<file path="config.mk">
export PLATFORM = sky130hd
export DESIGN_NAME = gpr_file_hs
export DESIGN_NICKNAME = d
export VERILOG_FILES = /design/src/rtl/gpr_pkg.sv /design/src/rtl/gpr_be_merge.sv /design/src/rtl/gpr_file_hs.sv
export SDC_FILE = /design/constraint.sdc
export NUM_CORES = 1
export LEC_CHECK = 0
export ABC_CLOCK_PERIOD_IN_PS = 5490
export CORE_ASPECT_RATIO = 0.7
export CORE_UTILIZATION = 51
export CTS_BUF_LIST = sky130_fd_sc_hd__clkbuf_2 sky130_fd_sc_hd__clkbuf_4 sky130_fd_sc_hd__clkbuf_8
export DETAILED_ROUTE_END_ITERATION = 16
export MAX_ROUTING_LAYER = met4
export PLACE_DENSITY = 0.77
export SYNTH_ARGS = -nofsm -noshare
export SYNTH_HDL_FRONTEND = slang
export SYNTH_SLANG_ARGS = --single-unit
export TNS_END_PERCENT = 30
</file>
<file path="constraint.sdc">
create_clock -name clk -period 5.49 [get_ports clk]
set_input_delay 1.3725 -clock clk [delete_from_list [all_inputs] [get_ports clk]]
set_output_delay 1.3725 -clock clk [all_outputs]
set_load 0.005 [all_outputs]
</file>
<file path="src/rtl/gpr_pkg.sv">
// rtl/gpr_pkg.sv - shared defaults, FSM state encoding and byte-merge helper for gpr_file_hs
package gpr_pkg;

  localparam int DEF_DATA_W = 16;
  localparam int DEF_DEPTH  = 8;
  localparam int DEF_ADDR_W = 16;

  typedef enum logic [1:0] {
    ST_IDLE   = 2'd0,
    ST_ACCESS = 2'd1,
    ST_RESP   = 2'd2
  } state_t;

  // One byte lane of a byte-enabled write.
  function automatic logic [7:0] be_merge(input logic [7:0] old_byte,
                                          input logic [7:0] new_byte,
                                          input logic       be);
    return be ? new_byte : old_byte;
  endfunction

endpackage

</file>
<file path="src/rtl/gpr_be_merge.sv">
// rtl/gpr_be_merge.sv - combinational byte-enable merge of new data into an existing word
module gpr_be_merge
  import gpr_pkg::*;
#(
  parameter int DATA_W = DEF_DATA_W
) (
  input  logic [DATA_W-1:0]   old_data,
  input  logic [DATA_W-1:0]   new_data,
  input  logic [DATA_W/8-1:0] be,
  output logic [DATA_W-1:0]   merged
);

  always_comb begin
    merged = '0;
    for (int i = 0; i < DATA_W / 8; i++) begin
      merged[8*i +: 8] = be_merge(old_data[8*i +: 8], new_data[8*i +: 8], be[i]);
    end
  end

endmodule

</file>
<file path="src/rtl/gpr_file_hs.sv">
// rtl/gpr_file_hs.sv - register file with handshaked load/store port A and registered operand port B
module gpr_file_hs
  import gpr_pkg::*;
#(
  parameter int DATA_W   = DEF_DATA_W,
  parameter int DEPTH    = DEF_DEPTH,
  parameter int ADDR_W   = DEF_ADDR_W,
  parameter int ZERO_REG = 0
) (
  input  logic                clk,
  input  logic                rst_n,
  input  logic                cs,
  input  logic                we,
  input  logic [ADDR_W-1:0]   addr,
  input  logic [DATA_W-1:0]   wdata,
  input  logic [DATA_W/8-1:0] be,
  output logic [DATA_W-1:0]   rdata,
  output logic                rdy,
  output logic                ack,
  output logic                err,
  input  logic                rb_en,
  input  logic [ADDR_W-1:0]   rb_addr,
  output logic [DATA_W-1:0]   rb_data
);

  localparam int              BE_W    = DATA_W / 8;
  localparam int              IDX_W   = (DEPTH > 1) ? $clog2(DEPTH) : 1;
  localparam logic [ADDR_W:0] DEPTH_X = (ADDR_W + 1)'(DEPTH);

  state_t              state, state_nx;
  logic                req_we;
  logic [ADDR_W-1:0]   req_addr;
  logic [DATA_W-1:0]   req_wdata;
  logic [BE_W-1:0]     req_be;
  logic [DATA_W-1:0]   mem [DEPTH];

  logic                a_ok, b_ok, a_zero, b_zero, commit;
  logic [IDX_W-1:0]    a_idx, b_idx;
  logic [DATA_W-1:0]   a_old, merged;

  // Full-width range check first; only then are the low index bits meaningful.
  assign a_ok   = {1'b0, req_addr} < DEPTH_X;
  assign b_ok   = {1'b0, rb_addr} < DEPTH_X;
  assign a_zero = (ZERO_REG != 0) && (req_addr == '0);
  assign b_zero = (ZERO_REG != 0) && (rb_addr == '0);
  assign a_idx  = req_addr[IDX_W-1:0];
  assign b_idx  = rb_addr[IDX_W-1:0];
  assign a_old  = mem[a_idx];
  assign commit = (state == ST_ACCESS) && req_we && a_ok && !a_zero;

  gpr_be_merge #(.DATA_W(DATA_W)) u_merge (
    .old_data (a_old),
    .new_data (req_wdata),
    .be       (req_be),
    .merged   (merged)
  );

  always_ff @(posedge clk or negedge rst_n) begin
    if (!rst_n) state <= ST_IDLE;
    else        state <= state_nx;
  end

  always_comb begin
    state_nx = state;
    rdy      = 1'b0;
    ack      = 1'b0;
    err      = 1'b0;
    case (state)
      ST_IDLE: begin
        rdy = 1'b1;
        if (cs) state_nx = ST_ACCESS;
      end
      ST_ACCESS: state_nx = ST_RESP;
      ST_RESP: begin
        ack      = 1'b1;
        err      = !a_ok;
        state_nx = ST_IDLE;
      end
      default: state_nx = ST_IDLE;
    endcase
  end

  always_ff @(posedge clk or negedge rst_n) begin
    if (!rst_n) begin
      req_we    <= 1'b0;
      req_addr  <= '0;
      req_wdata <= '0;
      req_be    <= '0;
    end else if (state == ST_IDLE && cs) begin
      req_we    <= we;
      req_addr  <= addr;
      req_wdata <= wdata;
      req_be    <= be;
    end
  end

  always_ff @(posedge clk or negedge rst_n) begin
    if (!rst_n) begin
      for (int i = 0; i < DEPTH; i++) mem[i] <= '0;
    end else if (commit) begin
      mem[a_idx] <= merged;
    end
  end

  always_ff @(posedge clk or negedge rst_n) begin
    if (!rst_n) begin
      rdata <= '0;
    end else if (state == ST_ACCESS && !req_we) begin
      rdata <= (a_ok && !a_zero) ? a_old : '0;
    end
  end

  // Port B sees a same-edge port A write as already committed.
  always_ff @(posedge clk or negedge rst_n) begin
    if (!rst_n) begin
      rb_data <= '0;
    end else if (rb_en) begin
      if (b_ok && !b_zero) rb_data <= (commit && rb_addr == req_addr) ? merged : mem[b_idx];
      else                 rb_data <= '0;
    end
  end

endmodule
</file>
==> summary.txt <==
Outcome
  – Status: finished, final reports clean

Finish
  – Area delta synth->final: 14.65%
  – Cell Count, Final, Fillers Out: 1259
  – Share of cells above drive strength 1: 0.1668
  – Fin area: 0.01147 sq mm
  – Commonest non-fill, non-tap cell in the layout: dfrtp_1
  – Antenna cells: 0
  – Final net count: 1038
  – Most frequent cells in the layout: dfrtp_1, nand2_1, o21ai_0, clkdlybuf4s50_1, mux2_2

Worst setup path
  – Worst reg2reg path startpoint: req_addr[0]$_DFFE_PN0P_
  – Crit start category: register
  – Crit. End Element: primary output
  – Worst R2R Path Depth: 6
  – Reg-to-Reg End: rb_data[4]$_DFFE_PN0P_
  – Worst Path Max Fanout: 11
  – Worst path required time: 4.12 ns
  – Critical Path AT: 2.35 ns
  – Worst R2R Setup Slack: 2.27 ns
  – Crit Path Class: register to primary output

Clock network
  – Clock buffer depth: 2
  – Worst skew pair latency: 0.48 ns
  – Post-CTS setup buffers: 0
  – CTS tree: yes
  – Clk slew on worst S/H paths: 0.09 ns
  – CTS Buf Count: 17
  – Clk sinks: 197
  – CTS Hold Bufs: 0
  – # H-tree levels: 4
  – Clock root buffer: clkbuf_8
  – Post_cts resized: 0

GRT
  – First-pass GRT wire length: 43100 um
  – Total gr overflow: 0
  – Initial antenna violation count: 0
  – Vias in the first global route: 7707
  – Total track usage: 0.2934
  – Pin count of the biggest net entering global routing: 119

Logic synthesis
  – Post-Synthesis Cells: 928
  – Yosys reg bits: 197
  – Sequential share of the synthesized area: 0.4929
  – Post-Syn Nets: 983
  – Synthesized area per cell: 10.78 sq um
  – Post-synth cell types: 49
  – Post-synth EDFFs: 0
  – Post-synthesis async set-or-reset flop share: 1.000
  – Top FF cell, synth: dfrtp_1
  – Mapped Area: 0.01000 sq mm
  – Yosys warnings: 0

Drt
  – Vias after detailed routing: 7800
  – DRC violations left: 0
  – Antenna Nets Post-Route: 0
  – Post-Route WL: 27240 um
  – Avg WL per Cell: 21.63 um
  – Via/cell ratio: 6.195
  – Total iterations of the first detailed-routing run: 5
  – Initial DRC count: 809

Placement
  – Place WS: 1.466 ns
  – Gp weighted congestion: 0.8883
  – HPWL after detailed placement: 17450 um
  – Cells after DPL: 1228
  – PortBufs: 89
  – Dpl cell area: 0.01105 sq mm

Timing
  – Clock skew: 0.01465 ns
  – Fin crit share: 0.6788
  – Max_slew headroom: 0.2755
  – Setup tns final: 0 ns
  – Fmax: 268.4 MHz
  – Post-route setup slack: 1.764 ns
  – Setup violators final: 0
  – Unrepaired setup endpoints after global routing: false
  – Final min period: 3.726 ns
  – Slew Viols, Final: 0
  – Worst slew pin tran: 1.087 ns
  – Number of hold violations in the final report: 0

Power and ir drop
  – P_sw: 1.158 mW
  – Leakage: 4.727 nW
  – Comb power frac: 0.245
  – Max IR drop VDD: 0.1737 mV
  – Cell internal pwr: 2.361 mW
  – Power Density: 306.9 mW/mm^2
  – Clk network pwr share: 0.282
  – Sw frac: 0.3291
  – Sequential power share: 0.473

Floorplan
  – Die width: 169.4 um
  – Die area: 0.02018 sq mm
  – Chip height: 119.2 um
  – Site Rows: 42
  – Core area: 0.01908 sq mm
  – I/O pin count: 90
  – Initial Util: 0.5243

Worst hold path
  – Hold Crit Depth: 1
  – Hold Crit Class: register to register
  – Hold path endpoint: rdata[13]$_DFFE_PN0P_
  – Min-delay src: rdata[13]$_DFFE_PN0P_

Flow run
  – Max-cap viol count: 0
[power groups by stage]
stage	clock [mW]	combinational (mW)	sequential, mW
3_5_place_dp	0	0.847	1.69
2_1_floorplan	0	0.660	1.59
5_1_grt	1.06	0.922	1.67
6_report	0.992	0.863	1.66
4_1_cts	1.00	0.851	1.66
3_3_place_gp	0	0.831	1.69
[worst max-delay path, cell delays in order, from the launching register on]
cell,delay (ns)
dfrtp_1,0.42
nor4_1,0.47
nand4_1,0.14
buf_4,0.25
and2_1,0.18
clkdlybuf4s50_1,0.43
[cell families (layout without fill, tap and decap cells)]
kind of cell	after synthesis	in the layout	synth area share
and+or+nand+nor	297	297	0.1414
AOI/OAI and AO/OA	225	225	0.1394
xor gates and xnor gates	16	16	0.01401
DFF	197	197	0.4929
muxes	118	118	0.1781
buffers and inverters	75	142	0.03427
[cell usage after synthesis, types with 5 or more instances]
cell type | n | area share
o32ai_1 | 8 | 0.0070
o22ai_1 | 12 | 0.0075
nor2_1 | 35 | 0.013
clkbuf_1 | 41 | 0.015
nor4_1 | 14 | 0.0088
nand2_1 | 143 | 0.054
mux2i_1 | 25 | 0.025
nor3_1 | 15 | 0.0075
mux2_2 | 50 | 0.056
nand4_1 | 15 | 0.0094
a21oi_2 | 9 | 0.0079
nor2b_1 | 24 | 0.015
o41ai_1 | 6 | 0.0053
o21ai_1 | 10 | 0.0050
nand2b_1 | 25 | 0.016
or2_2 | 5 | 0.0031
a22o_1 | 5 | 0.0044
a21o_1 | 7 | 0.0053
mux4_2 | 43 | 0.097
xnor2_1 | 16 | 0.014
o41a_1 | 5 | 0.0056
o211ai_1 | 9 | 0.0068
dfrtp_1 | 197 | 0.49
buf_2 | 19 | 0.0095
and2_1 | 6 | 0.0038
buf_1 | 6 | 0.0023
o21ai_0 | 135 | 0.068
[per-stage QoR]
step / util / power, mW / hold slack (ns)
detailed placement: 0.5792 / 2.535 / 0.4659
global placement: 0.5792 / 2.517 / 0.4603
CTS: 0.6011 / 3.510 / 0.4865
global route: 0.6011 / 3.654 / 0.5085
floorplan: - / 2.246 / 0.4576
finish: 0.6011 / 3.519 / 0.4808
[registers in the layout (all words and copies together) (netlist names)]
name       cells
mem          128
rb_data       16
rdata         16
req_addr      16
req_be         2
req_wdata     16
req_we         1
state          2
[how the worst max path moves through the flow]
stage | start | end
4_1_cts | req_addr[12]$_DFFE_PN0P_ | err
2_1_floorplan | rb_addr[1] | rb_data[13]$_DFFE_PN0P_
3_3_place_gp | rb_addr[2] | rb_data[4]$_DFFE_PN0P_
5_1_grt | req_addr[12]$_DFFE_PN0P_ | err
6_report | req_addr[12]$_DFFE_PN0P_ | err
3_5_place_dp | rb_addr[2] | rb_data[0]$_DFFE_PN0P_
[cell type report]
cell class | instances | area [sq um]
clock buffer | 25 | 325.3
fill | 1554 | 7609
sequential | 197 | 4932
timing repair buffer | 108 | 1045
clock inverter | 6 | 92.59
multi-input combinational | 656 | 4731
inverter | 3 | 11.26
tap | 264 | 330.3
[per-layer routing]
layer | routed length [um] | vias to the layer above | GRT usage
met2 | 11580 | 389 | 0.4005
met5 | 0 | - | -
met4 | 510 | 0 | 0.08727
li1 | - | 3468 | -
met3 | 2761 | 49 | 0.07212
met1 | 12390 | 3894 | 0.4319
Power figures use the tool's default switching activity.
